[src/rtl/decoder_sweep_ctrl.sv]
// Sweep controller for the 2-to-4 enabled decoder: walks {en,a} through all
// eight codes with a programmable dwell and checks the decoder's one-hot y.
module decoder_sweep_ctrl #(
  parameter int unsigned DIV_WIDTH     = 8,
  parameter int unsigned ERR_CNT_WIDTH = 4
) (
  input  logic                     clk,
  input  logic                     reset,
  input  logic                     start,
  input  logic                     stop,
  input  logic                     continuous,
  input  logic [DIV_WIDTH-1:0]     div,
  input  logic [3:0]               y_in,
  output logic [1:0]               a,
  output logic                     en,
  output logic                     busy,
  output logic                     done,
  output logic                     err,
  output logic [ERR_CNT_WIDTH-1:0] err_cnt,
  output logic [2:0]               err_step
);

  typedef enum logic {
    IDLE = 1'b0,
    RUN  = 1'b1
  } state_t;

  state_t               state;
  logic [2:0]           step;
  logic [DIV_WIDTH-1:0] dwell;
  logic [DIV_WIDTH-1:0] div_q;
  logic                 cont_q;

  logic [3:0]           y_exp_c;
  logic                 check_c;
  logic                 mismatch_c;

  // step is held at zero outside RUN, so it can drive the decoder directly
  assign en = step[2];
  assign a  = step[1:0];

  // Expected one-hot pattern and the end-of-dwell check strobe
  always_comb begin
    y_exp_c    = 4'b0000;
    check_c    = 1'b0;
    mismatch_c = 1'b0;
    if (step[2]) begin
      y_exp_c = 4'(4'b0001 << step[1:0]);
    end
    if ((state == RUN) && (dwell == div_q)) begin
      check_c = 1'b1;
    end
    if (check_c && (y_in != y_exp_c)) begin
      mismatch_c = 1'b1;
    end
  end

  always_ff @(posedge clk) begin
    if (reset) begin
      state    <= IDLE;
      step     <= 3'd0;
      dwell    <= '0;
      div_q    <= '0;
      cont_q   <= 1'b0;
      busy     <= 1'b0;
      done     <= 1'b0;
      err      <= 1'b0;
      err_cnt  <= '0;
      err_step <= 3'd0;
    end else begin
      done <= 1'b0;
      case (state)
        IDLE: begin
          if (start && !stop) begin
            div_q    <= div;
            cont_q   <= continuous;
            err      <= 1'b0;
            err_cnt  <= '0;
            err_step <= 3'd0;
            step     <= 3'd0;
            dwell    <= '0;
            busy     <= 1'b1;
            state    <= RUN;
          end
        end
        RUN: begin
          // The check of this cycle still lands even when stop is also high
          if (mismatch_c) begin
            err <= 1'b1;
            if (err_cnt != '1) begin
              err_cnt <= ERR_CNT_WIDTH'(err_cnt + 1'b1);
            end
            if (!err) begin
              err_step <= step;
            end
          end
          if (stop) begin
            step  <= 3'd0;
            dwell <= '0;
            busy  <= 1'b0;
            state <= IDLE;
          end else if (check_c) begin
            dwell <= '0;
            if (step == 3'd7) begin
              done <= 1'b1;
              step <= 3'd0;
              if (!cont_q) begin
                busy  <= 1'b0;
                state <= IDLE;
              end
            end else begin
              step <= 3'(step + 3'd1);
            end
          end else begin
            dwell <= DIV_WIDTH'(dwell + 1'b1);
          end
        end
        default: begin
          state <= IDLE;
          step  <= 3'd0;
          busy  <= 1'b0;
        end
      endcase
    end
  end

endmodule

[config.mk]
export PLATFORM = sky130hd
export DESIGN_NAME = decoder_sweep_ctrl
export DESIGN_NICKNAME = d
export VERILOG_FILES = /design/src/rtl/decoder_sweep_ctrl.sv
export SDC_FILE = /design/constraint.sdc
export NUM_CORES = 1
export LEC_CHECK = 0
export ABC_AREA = 1
export CAP_MARGIN = 20
export CORE_MARGIN = 2
export CORE_UTILIZATION = 30
export DETAILED_ROUTE_END_ITERATION = 10
export PLACE_DENSITY = 0.61
export SYNTH_ARGS = -nofsm -noshare
export SYNTH_HDL_FRONTEND = slang
export SYNTH_SLANG_ARGS = --single-unit
[constraint.sdc]
create_clock -name clk -period 1.6 [get_ports clk]
set_input_delay 0.32 -clock clk [delete_from_list [all_inputs] [get_ports clk]]
set_output_delay 0.32 -clock clk [all_outputs]
set_load 0.1 [all_outputs]
==> metrics.yaml, run 1 <==
drive_gt1_share_pct: 34.1
synth_top_cell_by_area: "dfxtp_1"
diodes: 0
cts_sinks: 31
netlist_area_mm2: 0.00161
final-hold-violation-count: 0
synth_nets: 252
clk_latency_ns: 0.28
fin_crit_ns: 1.55
setup_ws_ns: 0.0503
viasPerCell: 4.54
fin_tns_setup_ns: 0
power_mw: 1.87
grt_pass1_vias: 1477
placed_cells_incl_taps: 341
drv_cap: 0
wirelength_um: 3730
syn-mean-instance-area_um2: 7.06
synth_cell_types: 29
cp-end-kind: "register"
die_w_um: 77.3
hold_path_class: "register to register"
core_region_area_mm2: 0.00514
synth_edf_count: 0
cts_tree: "built"
first_pass_iters: 4
wl_per_cell_um: 10.7
status: "finished, final reports clean"
dpl-instance-area_mm2: 0.00228
port_buffers: 29
synth_area_leaders: "dfxtp_1 39%, nand2_1 14%, a21oi_1 6.5%, inv_1 5.8%, ha_1 5.4%"
yosysMostFrequentCell: "nand2_1"
grt_max_degree: 18
root_buffer: "clkbuf_8"
nets: 304
path_clk_slew_ns: 0.06
grt_pass1_wl_um: 6650
required_ns: 1.81
gp_congestion: 0.807
initial_utilization_pct: 31.3
ys_warn_count: 0
vdd_ir_drop_max_uv: 424
async_flop_share_pct: 0
dpl_worst_slack_ns: -0.152
grt.overflow.total: 0
grtUsageTotal_pct: 13.8
fp-row-count: 26
synth_top_area_share_pct: 38.5
dieArea_mm2: 0.00597
crit_type: "register to register"
hold_buffers: 0
io_pins: 30
htree_levels: 2
finalMaxSlewViolations: 0
vias: 1585
p_per_area_mw_per_mm2: 751
cts_buffer_depth: 2
antenna_found_initial: 0
area_growth_pct: 54.5
setup_viol: 0
die_h_um: 77.3
tightest_slew_ns: 0.226
dp_hpwl_um: 2800
final_core_util_pct: 48.4
fmax_ghz: 0.645
final_cells: 349
ys_seq_area_share_pct: 38.5
final_cell_area_mm2: 0.00249
route.detailed.drc: 0
p_leak_nw: 1.00
netlist_instances: 228
yosys_most_used_dff: "dfxtp_1"
drtIter0Drc: 96
whs_ns: 0.464
rsz0062_at_grt: "true"
yosys-top-cells-count: "60 x nand2_1, 31 x dfxtp_1, 25 x inv_1"
synth_seq_cells: 31
start_kind: "register"
maxSlewHeadroom_pct: 84.9
numCtsBuffers: 5
period_share_pct: 96.9
crit_fanout: 7
final.setup_skew_ns: 0.00379
ant_nets: 0
cp.arrival_ns: 1.76
[worst max-delay path, stage by stage (launching register included)]
cell and delay [ns]:
dfxtp_4 0.37, inv_4 0.07, ha_2 0.18, nand2_1 0.06, nand2_1 0.06, nand2_1 0.06, nor2_2 0.13, nand2_2 0.09
nand3_4 0.11, nand2_8 0.09, nand2_4 0.07, nand2_2 0.05, a21oi_2 0.13
[report_power, final]
group	switching [mW]	total, mW	internal (mW)
logic	0.268	0.468	0.200
clock network	0.267	0.556	0.289
registers	0.0372	0.844	0.807
total	0.572	1.87	1.30
[state kept, by name, indices dropped and copies added (netlist names)]
register,cells
step,3
state,1
busy,1
err_cnt,4
done,1
err,1
div_q,8
dwell,8
err_step,3
cont_q,1
[metal layers]
layer / track usage, % / wire, µm / vias up
met3: 4.00 / 213 / 7
met5: 0 / 0 / -
met1: 17.9 / 1750 / 707
met2: 21.5 / 1700 / 36
met4: 5.36 / 72 / 0
li1: - / - / 835
[worst paths after layout]
check / slack, ns / cells past startpoint / endpoint / startpoint
max: 0.05 / 12 / err_step[0] / step[0]
min: 0.46 / 2 / div_q[6] / div_q[6]
max reg2reg: 0.05 / 12 / err_step[0] / step[0]
min reg2reg: 0.46 / 2 / div_q[6] / div_q[6]
[layout by cell type (no fill, tap or decap), drive strengths merged]
master and count:
buf 33, nand2 64, xor2 4, or2 1, o31ai 1, dfxtp 31, ha 7, nor3b 2
nand3b 4, inv 30, nor2 25, nand4 3, nor3 5, clkdlybuf4s50 16, xnor2 1, o211ai 1
o21ai 12, a21oi 23, clkbuf 6, a211oi 1, nand3 9
[area by class of cell]
cell class | count | area (µm²)
timing repair buffer | 49 | 571
tap | 70 | 87.6
inverter | 30 | 118
sequential | 31 | 642
multi-input combinational | 163 | 997
clock buffer | 6 | 72.6
fill | 533 | 2650
[what timing repair did]
action,in CTS,in global routing
gates resized for setup,1,34
buffers inserted,0,2
pin swaps,3,7
endpoints found under the hold margin,0,0
endpoints found under the setup margin,2,12
[cells by family after synthesis]
logic type	Yosys count	share of synthesized area, %
AND/OR/NAND/NOR	113	32.2
adder cells (fa/ha/maj)	7	5.44
buffers and inverters	34	8.31
AO/OA/AOI/OAI	38	12.7
XOR/XNOR	5	2.72
flip-flops	31	38.5
(Power assumes the default switching activity.)
==> run 2, diff against run 1 <==
--- a/config.mk
+++ b/config.mk
@@ -5,12 +5,11 @@
 export SDC_FILE = /design/constraint.sdc
 export NUM_CORES = 1
 export LEC_CHECK = 0
-export ABC_AREA = 1
 export CAP_MARGIN = 20
 export CORE_MARGIN = 2
-export CORE_UTILIZATION = 30
+export CORE_UTILIZATION = 35
 export DETAILED_ROUTE_END_ITERATION = 10
-export PLACE_DENSITY = 0.61
+export PLACE_DENSITY = 0.67
 export SYNTH_ARGS = -nofsm -noshare
 export SYNTH_HDL_FRONTEND = slang
 export SYNTH_SLANG_ARGS = --single-unit
==> metrics.yaml, run 2 <==
drive_gt1_share_pct: 38.7  # +4.7 points
hold_end: "cont_q"
dpl-instance-area_mm2: 0.00238  # +4.6%
diodes: 0  # unchanged
final.setup_skew_ns: 0.00503  # +0.00124 ns
port_buffers: 29  # unchanged
ant_nets: 0  # unchanged
clockPowerShare_pct: 35.0  # +5.2 points
initial_utilization_pct: 36.6  # +5.3 points
grt.overflow.total: 0  # unchanged
power_mw: 1.79  # -4.0%
crit_fanout: 5  # -2
first_pass_iters: 4  # unchanged
maxSlewHeadroom_pct: 71.4  # -13 points
setup_ws_ns: -0.153  # -0.203 ns
crit_type: "register to register"
rsz0062_at_grt: "true"
worstPathCellList: "xor2_2 -> nor4_4 -> o2111ai_4 -> a221o_1 -> and4b_1"
dpl_worst_slack_ns: -0.371  # -0.218 ns
numCtsBuffers: 5  # unchanged
grt_pass1_vias: 1499  # +1.5%
cts_tree: "built"
whs_ns: 0.468  # +0.00386 ns
clk_latency_ns: 0.29  # about the same
cts_sinks: 31  # unchanged
hold_depth: 2  # unchanged
r2r_slack_ns: -0.15  # -0.20 ns
die_h_um: 71.7  # -7.2%
fin_crit_ns: 1.75  # +0.203 ns
finalMaxSlewViolations: 0  # unchanged
synth_top_cell_by_area: "dfxtp_1"
wl_per_cell_um: 13.5  # +26%
status: "finished with violations"
grt_max_degree: 16  # -2
p_per_area_mw_per_mm2: 686  # -8.6%
ys_seq_area_share_pct: 38.7  # +0.15 points
layout_commonest_cell: "buf_4"
grtUsageTotal_pct: 16.2  # +2.5 points
path_clk_slew_ns: 0.07  # about the same
start_kind: "register"
hp-start: "cont_q"
max_stage_delay_ns: 0.41  # +0.04 ns
cp_num_buf_inv: 0  # -1
synth_edf_count: 0  # unchanged
synth_top_area_share_pct: 38.7  # +0.15 points
fmax_ghz: 0.571  # -12%
core_region_area_mm2: 0.00438  # -15%
hold_path_class: "register to register"
die_w_um: 71.7  # -7.2%
cp.arrival_ns: 1.94  # +0.18 ns
internal-power_mw: 1.30  # about the same
cp-end-kind: "register"
ff2ff_path_depth: 5  # -7
timing.rr.end: "err_cnt[3]"
setup_viol: 17  # +17
seqPwrFrac_pct: 45.3  # about the same
p_switching_uw: 497  # -13%
nets: 272  # -11%
rr_startpoint: "dwell[6]"
yosys-top-cells-count: "31 x dfxtp_1, 30 x nand2_1, 18 x a21oi_1"
cts_buffer_depth: 2  # unchanged
yosys_most_used_dff: "dfxtp_1"
antenna_found_initial: 0  # unchanged
drtIter0Drc: 85  # -11%
htree_levels: 2  # unchanged
required_ns: 1.78  # -0.03 ns
combinationalPowerShare_pct: 19.7  # -5.4 points
yosysMostFrequentCell: "dfxtp_1"
netlist_area_mm2: 0.00160  # -0.39%
layout_common_cells: "31 x buf_4, 29 x nand2_1, 23 x dfxtp_1"
synth_cell_types: 35  # +21%
final-hold-violation-count: 0  # unchanged
vdd_ir_drop_max_uv: 562  # +33%
cpMaxStageDelayCell: "nor4_4"
synth_seq_cells: 31  # unchanged
final_cell_area_mm2: 0.00261  # +5.0%
vias: 1526  # -3.7%
grt_pass1_wl_um: 6550  # -1.5%
route.detailed.drc: 0  # unchanged
synth_area_leaders: "dfxtp_1 39%, nand2_1 7.0%, xor2_1 6.0%, a21oi_1 5.6%, ha_1 5.5%"
wirelength_um: 4040  # +8.3%
viasPerCell: 5.09  # +12%
netlist_instances: 185  # -19%
root_buffer: "clkbuf_8"
dp_hpwl_um: 2900  # +3.6%
gp_congestion: 0.853  # +5.7%
tightest_slew_ns: 0.428  # +0.202 ns
critPathTopFamily: "simple AND/OR/NAND/NOR gates"
swShare_pct: 27.7  # -2.9 points
io_pins: 30  # unchanged
violations: "setup timing"
reg_top3: "div_q: 8 flops, dwell: 8 flops, err_cnt: 4 flops"
dieArea_mm2: 0.00514  # -14%
ys_warn_count: 0  # unchanged
synth_nets: 209  # -17%
fp-row-count: 24  # -7.7%
hold_buffers: 0  # unchanged
syn-mean-instance-area_um2: 8.67  # +23%
drv_cap: 0  # unchanged
period_share_pct: 110  # +13 points
p_leak_nw: 0.994  # -1.1%
area_growth_pct: 62.9
async_flop_share_pct: 0  # unchanged
==> run 2: changes by cell type after synthesis, moves of 7 or more <==
| cell | previous run | this run |
|---|---|---|
| inv_1 | 25 | 3 |
| nand2_1 | 60 | 30 |
| nand2b_1 | 0 | 13 |
| nor2_1 | 21 | 14 |
| o21ai_0 | 12 | 5 |
| xor2_1 | 4 | 11 |
==> run 2: layout make-up <==
class | instances | area [µm²]
fillers | 375 | 1770
multi-input cells | 143 | 1110
repair buffers | 64 | 698
flip-flops and latches | 31 | 638
clock buffers | 6 | 82.6
well taps | 52 | 65.1
inverters | 3 | 16.3
clock inverters | 1 | 5.00
==> run 2: per-stage QoR <==
stage / TNS [ns] / util [%] / instances
after global placement: -4.43 / 54.4 / 290
final: -1.07 / 59.6 / 300
after CTS: -0.658 / 57.0 / 298
after floorplan: -1.66 / - / 185
after detailed placement: -5.89 / 54.4 / 290
after global routing: -2.64 / 59.6 / 300
==> run 2: how the worst max path moves through the flow <==
stage                     startpoint          to  slack [ns]  depth (start not counted)
after floorplan              step[0]  err_cnt[3]       -0.32                          7
after global placement       y_in[2]  err_cnt[3]       -0.34                          6
after global routing         step[0]  err_cnt[3]       -0.22                          8
final                       dwell[6]  err_cnt[3]       -0.15                          5
after CTS                    step[0]  err_cnt[3]       -0.13                          8
after detailed placement     y_in[2]  err_cnt[3]       -0.37                          6
==> run 2: per-layer routing <==
| metal | wire length [µm] | up-vias | track usage [%] |
|---|---|---|---|
| li1 | - | 770 | - |
| met1 | 1810 | 723 | 20.1 |
| met2 | 2020 | 28 | 27.2 |
| met3 | 165 | 5 | 3.66 |
| met4 | 46 | 0 | 6.92 |
| met5 | 0 | - | 0 |
==> run 2: kinds of logic after synthesis <==
family                   share of synthesized area, %
AO/OA/AOI/OAI                                    16.1
multiplexers                                     1.87
buffers and inverters                            2.73
flip-flops                                       38.7
AND/OR/NAND/NOR                                  26.4
adder cells (fa/ha/maj)                          5.46
XOR/XNOR                                         8.74
==> run 2: timing repair <==
action / CTS / global route
gates resized for setup: 5 / 30
pin swaps: 2 / 8
endpoints found under the setup margin: 13 / 20
buffers inserted: 1 / 2
endpoints found under the hold margin: 0 / 0
==> run 2: worst min-delay path: stages, from the launching register on <==
cell	delay (ns)
dfxtp_1	0.31
nand2_1	0.06
a21oi_1	0.05
==> run 2: power groups by stage <==
| stage | clock (mW) | combinational [mW] | sequential, mW |
|---|---|---|---|
| final | 0.627 | 0.354 | 0.812 |
| after global routing | 0.674 | 0.379 | 0.814 |
| after CTS | 0.641 | 0.311 | 0.812 |
| after detailed placement | 0 | 0.304 | 0.829 |
| after global placement | 0 | 0.302 | 0.828 |
| after floorplan | 0 | 0.146 | 0.856 |
